### src/rtl/systolic_result_drain.sv
`default_nettype none
// ============================================================================
// Module      : systolic_result_drain
// Description : Captures the K x K product matrix of the systolic convolution
//               array on a p_valid pulse and drains it one element per
//               valid/ready handshake in raster order, tagged with row/col.
//               Optional feature macro: RESULT_MAX_EN (per-frame maximum
//               element tracking with max_* result ports).
// Revision    : 1.0 - initial release
// ============================================================================

module systolic_result_drain #(
    parameter  int N          = 3,
    parameter  int M          = 2,
    parameter  int data_width = 1,
    localparam int K          = N - M + 1,
    localparam int PW         = 2 * data_width + 1,
    localparam int CW         = (K > 1) ? $clog2(K) : 1
) (
    input  logic          clk,
    input  logic          reset_n,
    input  logic          p_valid,
    input  logic [PW-1:0] P [0:K-1][0:K-1],
    output logic          p_ready,
    output logic          out_valid,
    input  logic          out_ready,
    output logic [PW-1:0] out_data,
    output logic [CW-1:0] out_row,
    output logic [CW-1:0] out_col,
    output logic          out_last,
    output logic          overrun
`ifdef RESULT_MAX_EN
    ,
    output logic          max_valid,
    output logic [PW-1:0] max_data,
    output logic [CW-1:0] max_row,
    output logic [CW-1:0] max_col
`endif
);

    // Last valid row/column index, sized to the index registers.
    localparam logic [CW-1:0] c_KM1 = CW'(K - 1);

    typedef enum logic [0:0] {
        S_IDLE  = 1'b0,
        S_DRAIN = 1'b1
    } state_t;

    state_t        r_state;
    state_t        w_state_nxt;

    logic [PW-1:0] r_buf [0:K-1][0:K-1];
    logic [CW-1:0] r_row;
    logic [CW-1:0] r_col;
    logic          r_overrun;

    logic          w_capture;
    logic          w_advance;
    logic          w_at_last;

    // The element currently presented is the frame end when both indices top out.
    assign w_at_last = (r_row == c_KM1) && (r_col == c_KM1);

    // State register; async reset drops any frame in flight.
    always_ff @(posedge clk or negedge reset_n) begin
        if (!reset_n) begin
            r_state <= S_IDLE;
        end else begin
            r_state <= w_state_nxt;
        end
    end

    // Next-state and handshake decode; output stream is driven straight from registers.
    always_comb begin
        w_state_nxt = r_state;
        w_capture   = 1'b0;
        w_advance   = 1'b0;
        p_ready     = 1'b0;
        out_valid   = 1'b0;
        case (r_state)
            S_IDLE: begin
                p_ready = 1'b1;
                if (p_valid) begin
                    w_capture   = 1'b1;
                    w_state_nxt = S_DRAIN;
                end
            end
            S_DRAIN: begin
                out_valid = 1'b1;
                if (out_ready) begin
                    w_advance = 1'b1;
                    if (w_at_last) begin
                        w_state_nxt = S_IDLE;
                    end
                end
            end
            default: begin
                w_state_nxt = S_IDLE;
            end
        endcase
    end

    // Output element view; zero while idle so stale frames never leak out.
    always_comb begin
        out_data = '0;
        out_row  = r_row;
        out_col  = r_col;
        out_last = 1'b0;
        if (out_valid) begin
            out_data = r_buf[r_row][r_col];
            out_last = w_at_last;
        end
    end

    // Frame buffer and raster index: whole matrix copied on capture, indices step on handshake.
    always_ff @(posedge clk or negedge reset_n) begin
        if (!reset_n) begin
            for (int i = 0; i < K; i++) begin
                for (int j = 0; j < K; j++) begin
                    r_buf[i][j] <= '0;
                end
            end
            r_row <= '0;
            r_col <= '0;
        end else begin
            if (w_capture) begin
                r_buf <= P;
                r_row <= '0;
                r_col <= '0;
            end else if (w_advance) begin
                if (r_col == c_KM1) begin
                    r_col <= '0;
                    r_row <= w_at_last ? '0 : (r_row + 1'b1);
                end else begin
                    r_col <= r_col + 1'b1;
                end
            end
        end
    end

    // Sticky flag for frames offered while busy; those frames are dropped.
    always_ff @(posedge clk or negedge reset_n) begin
        if (!reset_n) begin
            r_overrun <= 1'b0;
        end else if (p_valid && !p_ready) begin
            r_overrun <= 1'b1;
        end
    end

    assign overrun = r_overrun;

`ifdef RESULT_MAX_EN
    logic          r_run_vld;
    logic [PW-1:0] r_run_data;
    logic [CW-1:0] r_run_row;
    logic [CW-1:0] r_run_col;
    logic          w_take;

    // Strictly-greater replacement keeps the earliest element on ties.
    assign w_take = !r_run_vld || (out_data > r_run_data);

    // Running maximum over handshaken elements, published at each frame end.
    always_ff @(posedge clk or negedge reset_n) begin
        if (!reset_n) begin
            r_run_vld  <= 1'b0;
            r_run_data <= '0;
            r_run_row  <= '0;
            r_run_col  <= '0;
            max_valid  <= 1'b0;
            max_data   <= '0;
            max_row    <= '0;
            max_col    <= '0;
        end else begin
            max_valid <= w_advance && w_at_last;
            if (w_capture) begin
                r_run_vld <= 1'b0;
            end else if (w_advance) begin
                if (w_take) begin
                    r_run_vld  <= 1'b1;
                    r_run_data <= out_data;
                    r_run_row  <= r_row;
                    r_run_col  <= r_col;
                end
                if (w_at_last) begin
                    max_data <= w_take ? out_data : r_run_data;
                    max_row  <= w_take ? r_row    : r_run_row;
                    max_col  <= w_take ? r_col    : r_run_col;
                end
            end
        end
    end
`else
    // Maximum tracking not built in this configuration.
`endif

endmodule

`default_nettype wire

### config.mk
export PLATFORM = sky130hd
export DESIGN_NAME = systolic_result_drain
export DESIGN_NICKNAME = d
export VERILOG_FILES = /design/src/rtl/systolic_result_drain.sv
export SDC_FILE = /design/constraint.sdc
export NUM_CORES = 1
export LEC_CHECK = 0
export ABC_CLOCK_PERIOD_IN_PS = 3550
export CAP_MARGIN = 20
export CELL_PAD_IN_SITES_DETAIL_PLACEMENT = 0
export CELL_PAD_IN_SITES_GLOBAL_PLACEMENT = 1
export CORE_MARGIN = 4
export CORE_UTILIZATION = 37
export CTS_CLUSTER_SIZE = 16
export DETAILED_ROUTE_END_ITERATION = 6
export PLACE_DENSITY = 0.79
export SYNTH_ARGS = -nofsm -noshare
export SYNTH_HDL_FRONTEND = slang
export SYNTH_SLANG_ARGS = --single-unit
### constraint.sdc
create_clock -name clk -period 3.55 [get_ports clk]
set_clock_uncertainty 0.15 [all_clocks]
set_input_delay 0.355 -clock clk [delete_from_list [all_inputs] [get_ports clk]]
set_output_delay 0.355 -clock clk [all_outputs]
set_load 0.01 [all_outputs]
==> metrics list, run 1 <==
* Post-synthesis sequential element count: 16
* Cell with the most instances after synthesis: sky130_fd_sc_hd__dfrtp_1
- Setup violations remaining at the end of the flow were counted as 0.
* Average vias per placed instance: roughly 4.9
- Total power density per cell area: 809.2 nW/um^2
- The endpoint identified for the worst register-to-register timing path is r_buf[10].
- Outcome: complete, no violations
- The count of cells in the finished layout, fillers not included, comes to 100.
* Via count: 487
- WL met1: 641 um
- Length in cells of the worst reg-to-reg path: 2
- Top cell type by total area after synthesis: sky130_fd_sc_hd__dfrtp_1
* Maximum level of the CTS H-tree: 1
- The tightest min-delay check is of the flop to flop type.
- Power dissipated by switching net loads: 243.6 uW
* Std cell rows: 15
- At the worst endpoint, the required time is 3040 ps.
* Final period utilization: around 70%
- Number of stages on the worst hold path: 1
- Kind of end point of the critical path: output pin
* Comb power frac: 46.6%
* GP Congestion: roughly 0.70
- The total overflow left after global routing is 0.
* Horiz. Die Dim: 52.71 um
- Number of flops mapped to enable cells by yosys: 0
* Number of hold-slack violations in the final timing report: 0
- The clock reaches the later pin of the worst-skew pair after 280 ps.
- For this run, the top clock speed supported by timing is 401.3 MHz.
* FF-to-FF Start: r_state
- Max Slew Vio Count: 0
- Worst-path maximum fanout: 8
- Summed over all nets, the half-perimeter wirelength after detailed placement is between 1 and 1.5 mm.
- The area growth from synthesis to layout is 36.21%.
- Warnings from Yosys: 0
* Switching share of power: 29.89%
- Cell at the root of the clock tree: sky130_fd_sc_hd__clkbuf_4
- Yosys cell types: 20
* Synthesized area per cell: 14.22 um^2
- Number of cells in the design after placement: between 90 and 100
* R2R Setup Slk: approximately 1800 ps
* Share of cells above drive strength 1: between 20% and 30%
- The internal power of the cells totals 571.4 uW.
- Routed len/inst: 14.42 um
* Wirelength, routed: roughly 1.4 mm
* Top-area cell type share of the netlist area: a little over half
- Entering global routing, the biggest net connects 17 pins.
- Remaining antenna violation count: 0
- The share of total power dissipated in sequential elements is 42.3%.
- Synthesis produced a netlist whose cell count is 52.
* RSZ-0062 raised after global routing: no
* Starting DRT DRC Count: 3
- After detailed routing, the number of remaining DRC violations is 0.
- Clock network fraction of total power: 11.1%
* Nature of the critical path startpoint: flop
- Top cell types by occurrence after synthesis: 16 x sky130_fd_sc_hd__dfrtp_1, 12 x sky130_fd_sc_hd__mux2_2, 4 x sky130_fd_sc_hd__and2_1
- Clock tree buffer depth: 2
- Number of buffers inserted to repair setup after CTS: 0
* Critical path arrival: 1990 ps
- CTS resizes: 0
* Top FF cell, synth: sky130_fd_sc_hd__dfrtp_1
* Area of the die: 2778 um^2
- Critical Setup Path Class: flop to output pin
- For this run, the share of the core covered by cells in the final layout is 55.90%.
- Summed negative setup slack over all endpoints: 0 ps
- Top cells by area, synth: sky130_fd_sc_hd__dfrtp_1 54%, sky130_fd_sc_hd__mux2_2 18%, sky130_fd_sc_hd__mux4_2 9.1%, sky130_fd_sc_hd__and2_1 3.4%, sky130_fd_sc_hd__buf_6 1.5%
* TritonCTS clock tree: built
- Initial antenna violation count: 0
- The initial utilization of the core area, before any placement, comes to between 40 and 50%.
- Port Buffer Count: 24
* DIE HEIGHT: roughly 53 um
- The via count of the first global-routing pass is 534.
- The first detailed-routing pass took 2 iterations.
- The multi-input combinational cells in the finished layout cover a total of 309.0 um^2.
- Slew @ Worst Pin: roughly 720 ps
- Mapped Nets: 68
- The analysis attributes to cell leakage a power of ~0.00041 uW.
- Total of max-cap violations: 0
* Top Layer Used: met3
* Met2 routed wirelength: approximately 710 um
- Total Routing Usage GR: around an eighth
- The layout has 171 filler cells.
- Post-synthesis sequential area ratio: between 50% and 60%
* Sinks on the clock net: 16
- Highest ir drop seen on vdd: roughly 330 uV
- Cts hold-fix bufs: 0
- Startpoint of the worst setup timing path: out_row
- After synthesis, the share of flip-flops with an asynchronous set or reset is between 90% and 100%.
- Global-route wire length before repair: approximately 2.5 mm
- Mapped cell area: 739.5 um^2
- The region available for standard cell placement spans 1802 um^2.
- The final layout contains slightly above 90 nets.
- During I/O placement, the number of pins put on the boundary was 25.
* Sequential standard cell area: 400.4 um^2
- The routed design uses 89 um of met3 wire.
* Diode insertion count for antenna repair: 0
* Cts bufs inserted: 3
- Clock-pin slew was measured on the worst setup and hold paths at 90 ps.
* Capture point of the critical path: out_data[1]
- Final critical-path required period: 2492 ps
- The worst pin sits at a relative slew slack of 51.52%.
layout by cell type (no fill, tap or decap), drive strengths merged:
cell,n
a21o,1
a21oi,1
and2,4
and2b,1
and3,1
clkbuf,3
clkdlybuf4s50,24
dfrtp,16
inv,1
mux2,12
mux4,3
nand2,1
nand2b,1
nand4b,1
nor2,1
o221ai,1
o22ai,1
or2b,1
xnor2,1
cell type report:
class	instances	share of cell area [%]
Timing Repair Buffer	24	23.85
Clock buffer	3	2.236
Multi-Input combinational cell	31	30.68
Tap cell	25	3.106
Sequential cell	16	39.75
Inverter	1	0.3727
cells by family after synthesis:
family / share of synthesized area [%]
XOR/XNOR: 1.185
multiplexers: 27.41
AND/OR/NAND/NOR: 9.476
AO/OA/AOI/OAI: 3.723
buffers and inverters: 4.061
flip-flops: 54.14
power by group through the flow:
stage | registers, uW | clock network [uW] | logic, uW
after floorplan | 308 | 0 | 266
after global placement | 344 | 0 | 381
after detailed placement | 350 | 0 | 385
after CTS | 344 | 97.9 | 388
after global routing | 359 | 105 | 411
final | 345 | 90.6 | 380
worst min path at each step:
stage	slack [ps]	end	start
2_1_floorplan	-90	out_col	reset_n
3_3_place_gp	290	overrun	overrun
3_5_place_dp	290	overrun	overrun
4_1_cts	310	overrun	overrun
5_1_grt	340	overrun	overrun
6_report	310	overrun	overrun
flip-flops by register name (all words and copies together) (netlist names):
name     count
r_buf       12
out_col      1
out_row      1
overrun      1
r_state      1
critical path: stages, from the launching register on:
cell and delay [ps]:
sky130_fd_sc_hd__dfrtp_1 530, sky130_fd_sc_hd__mux4_2 530, sky130_fd_sc_hd__and2_1 160, sky130_fd_sc_hd__clkdlybuf4s50_1 480
stage by stage:
| stage | instance area [um^2] | power (uW) | hold slack, ps | setup WS (ps) |
|---|---|---|---|---|
| floorplan | 739.5 | 574.0 | -90.59 | 1859 |
| global placement | 984.7 | 725.2 | 288.8 | 1378 |
| detailed placement | 984.7 | 734.9 | 293.8 | 1361 |
| CTS | 1007 | 830.2 | 314.6 | 1025 |
| global route | 1007 | 875.3 | 343.0 | 928.8 |
| finish | 1007 | 815.0 | 312.5 | 1058 |
per-layer routing:
layer	vias to the layer above	global-route usage, %
met2	13	19.42
met1	244	15.54
li1	230	-
met3	0	4.274
met5	-	0
met4	0	5.106
No activity file was read; power rests on OpenSTA's default activity.
==> inputs of run 2 (changes only) <==
==> config.mk (replaced) <==
export PLATFORM = sky130hd
export DESIGN_NAME = systolic_result_drain
export DESIGN_NICKNAME = d
export VERILOG_FILES = /design/src/rtl/systolic_result_drain.sv
export SDC_FILE = /design/constraint.sdc
export NUM_CORES = 1
export LEC_CHECK = 0
export ABC_CLOCK_PERIOD_IN_PS = 2400
export CAP_MARGIN = 20
export CELL_PAD_IN_SITES_DETAIL_PLACEMENT = 0
export CELL_PAD_IN_SITES_GLOBAL_PLACEMENT = 1
export CORE_MARGIN = 4
export CORE_UTILIZATION = 34
export CTS_CLUSTER_SIZE = 16
export DETAILED_ROUTE_END_ITERATION = 6
export PLACE_DENSITY = 0.73
export SYNTH_ARGS = -nofsm -noshare
export SYNTH_HDL_FRONTEND = slang
export SYNTH_SLANG_ARGS = --single-unit
==> constraint.sdc (replaced) <==
create_clock -name clk -period 2.4 [get_ports clk]
set_clock_uncertainty 0.15 [all_clocks]
set_input_delay 0.24 -clock clk [delete_from_list [all_inputs] [get_ports clk]]
set_output_delay 0.24 -clock clk [all_outputs]
set_load 0.01 [all_outputs]
==> metrics list, run 2 (same netlist as run 1, synthesis figures left out) <==
- Cts bufs inserted: 3
* CTS clk-pin slew, worst paths: 90 ps
- RSZ-0062 raised after global routing: no
- Leaving out fill and tap cells, the most frequent cell in the layout is sky130_fd_sc_hd__clkdlybuf4s50_1.
- Sequential standard cell area: between 400 and 500 um^2
- Summed negative setup slack over all endpoints: 0 ps
* Total Nets Final: 93
* Via count: 496
- Sinks on the clock net: 16
* Total placed instance area: 987.2 um^2
- Required time of the critical path: 2010 ps
- Area occupied by multi-input gates: 309.0 um^2
- Nature of the critical path startpoint: flop
- TritonCTS built the clock tree.
- The tool flagged a number of max-cap violations equal to 0.
- Ports: 25
* Highest ir drop seen on vdd: 592.5 uV
- The die covers 2985 um^2.
- Gates resized during post-CTS repair numbered 1.
- r_buf holds more flip-flops than any other register.
* Maximum number of pins on one net before global-route repair: 17
* Clock latency at the later pin of the worst-skew pair: 280 ps
- Startpoint of the worst setup timing path: out_row
- Endpoint of the worst-slack reg-to-reg timing path: r_buf[7]
- Outcome: complete, no violations
- The top cell types in the final layout, fill and taps aside, are 24 x sky130_fd_sc_hd__clkdlybuf4s50_1, 15 x sky130_fd_sc_hd__dfrtp_1, 12 x sky130_fd_sc_hd__mux2_2.
- Routed len/inst: 14.12 um
* Worst hold path type: input port to async pin
* Max Clock Freq: between 400 and 500 MHz
* Area inside the core boundary: between 2000 and 2500 um^2
- Wirelength, routed: roughly 1.5 mm
- Setup violations remaining at the end of the flow were counted as 0.
- The tree is rooted in a sky130_fd_sc_hd__clkbuf_4.
- The critical path is of the flop to output pin type.
- Share of cells above drive strength 1: 27.63%
* Final core utilization: 50.68%
* Total Routing Usage GR: a little under an eighth
- Remaining design rule violation count: 0
* Worst-path maximum fanout: 8
* Number of hold-slack violations in the final timing report: 0
- For this design the ratio of total power to cell area is 1214 nW/um^2.
* Port Buffer Count: 24
- In this run the core area contains 16 standard-cell rows.
* Overall power after layout: between 1000 and 1500 uW
- Starting DRT DRC Count: 3
- Critical path arrival: 1900 ps
- In this run the horizontal extent of the chip is 54.64 um.
- The count of nets left with antenna violations once routing finished came out at 0.
- Post-CTS timing repair inserted 0 buffers for setup.
* Global-route wire length before repair: between 2 and 2.5 mm
- Measured in cells, the most critical reg-to-reg path has a length of 2.
* P_leak: 0.0004122 uW
- Final period utilization: 95.30%
- The count of final max-slew check failures was 0.
- Post-route design area: around 1000 um^2
- The via count of the first global-routing pass is between 500 and 600.
- Total overflow reported by the global router: 0
* Clock tree buffer depth: 2
- Cts hold-fix bufs: 0
- Length of the first detailed-routing pass in iterations: 4
- Kind of end point of the critical path: output pin
- Across all register-to-register paths, the minimum setup slack is 650 ps.
- At the pin with the least slew margin, the transition time is 728.6 ps.
* Diode insertion count for antenna repair: 0
- From synthesis to final layout, the design area changed by 38.58%.
* Initial antenna violation count: 0
- GP Congestion: 0.6885
- In this run the number of H-tree levels came out at 1.
* FF-to-FF Start: r_state
- Final critical-path required period: roughly 2300 ps
- DIE HEIGHT: 54.64 um
- Dividing the detail-routed via count by the number of cells gives 4.816.
- After filler insertion, the fill cell instance count of the layout stands at roughly 180.
- The worst pin sits at a relative slew slack of 51.27%.
- For this configuration, the core starts out at a cell density of 36.57%.
* Max FFs per register: 12
- Following the worst setup path forward leads to its endpoint at out_data[0].
-- run 2: changes by cell type in the layout (fill, tap and decap cells not counted) --
cell	delta
sky130_fd_sc_hd__clkbuf_8	+1
sky130_fd_sc_hd__dfrtp_1	-1
sky130_fd_sc_hd__dfrtp_2	+1
-- run 2: critical path: stages, from the launching register on --
cell	delay, ps
sky130_fd_sc_hd__dfrtp_2	470
sky130_fd_sc_hd__mux4_2	510
sky130_fd_sc_hd__and2_1	160
sky130_fd_sc_hd__clkdlybuf4s50_1	470
-- run 2: layer usage --
layer | wire, um | part of all wire (%) | up-vias | global-route usage, %
li1 | - | - | 232 | -
met1 | 603 | 41 | 247 | 13.70
met2 | 730 | 50 | 15 | 18.50
met3 | 86 | 5.9 | 2 | 1.090
met4 | 34 | 2.3 | 0 | 9.959
met5 | 0 | 0 | - | 0
-- run 2: stage by stage --
| step | hold WS, ps | setup WS, ps | std cells |
|---|---|---|---|
| 6_report | 234.2 | 112.9 | 103 |
| 2_1_floorplan | -205.6 | 824.3 | 52 |
| 5_1_grt | 295.6 | 7.512 | 103 |
| 3_5_place_dp | 306.5 | 325.0 | 99 |
| 4_1_cts | 243.7 | 87.68 | 103 |
| 3_3_place_gp | 291.8 | 358.4 | 99 |
-- run 2: final cells by class --
class,count,share of cell area (%)
Clock buffer,4,3.541
Inverter,1,0.3663
Multi-Input combinational cell,31,30.16
Sequential cell,16,39.19
Tap cell,27,3.297
Timing Repair Buffer,24,23.44
-- run 2: power breakdown --
part           internal (uW)  switching [uW]
sequential               396             114
clock                   92.3            82.0
combinational            393             167
-- run 2: how the worst min path moves through the flow --
stage                to  slack (ps)  depth (start not counted)
6_report       r_buf[4]         230                          1
5_1_grt        r_buf[7]         300                          1
4_1_cts        r_buf[4]         240                          1
3_5_place_dp    overrun         310                          1
3_3_place_gp    overrun         290                          1
2_1_floorplan   out_col        -210                          0
==> inputs of run 3 (changes only) <==
--- a/config.mk
+++ b/config.mk
@@ -14,6 +14,7 @@
 export CTS_CLUSTER_SIZE = 16
 export DETAILED_ROUTE_END_ITERATION = 6
 export PLACE_DENSITY = 0.73
+export SLEW_MARGIN = 15
 export SYNTH_ARGS = -nofsm -noshare
 export SYNTH_HDL_FRONTEND = slang
 export SYNTH_SLANG_ARGS = --single-unit
==> results of run 3 <==
Same layout as run 2: the final DEF is identical, and so are final timing and power.
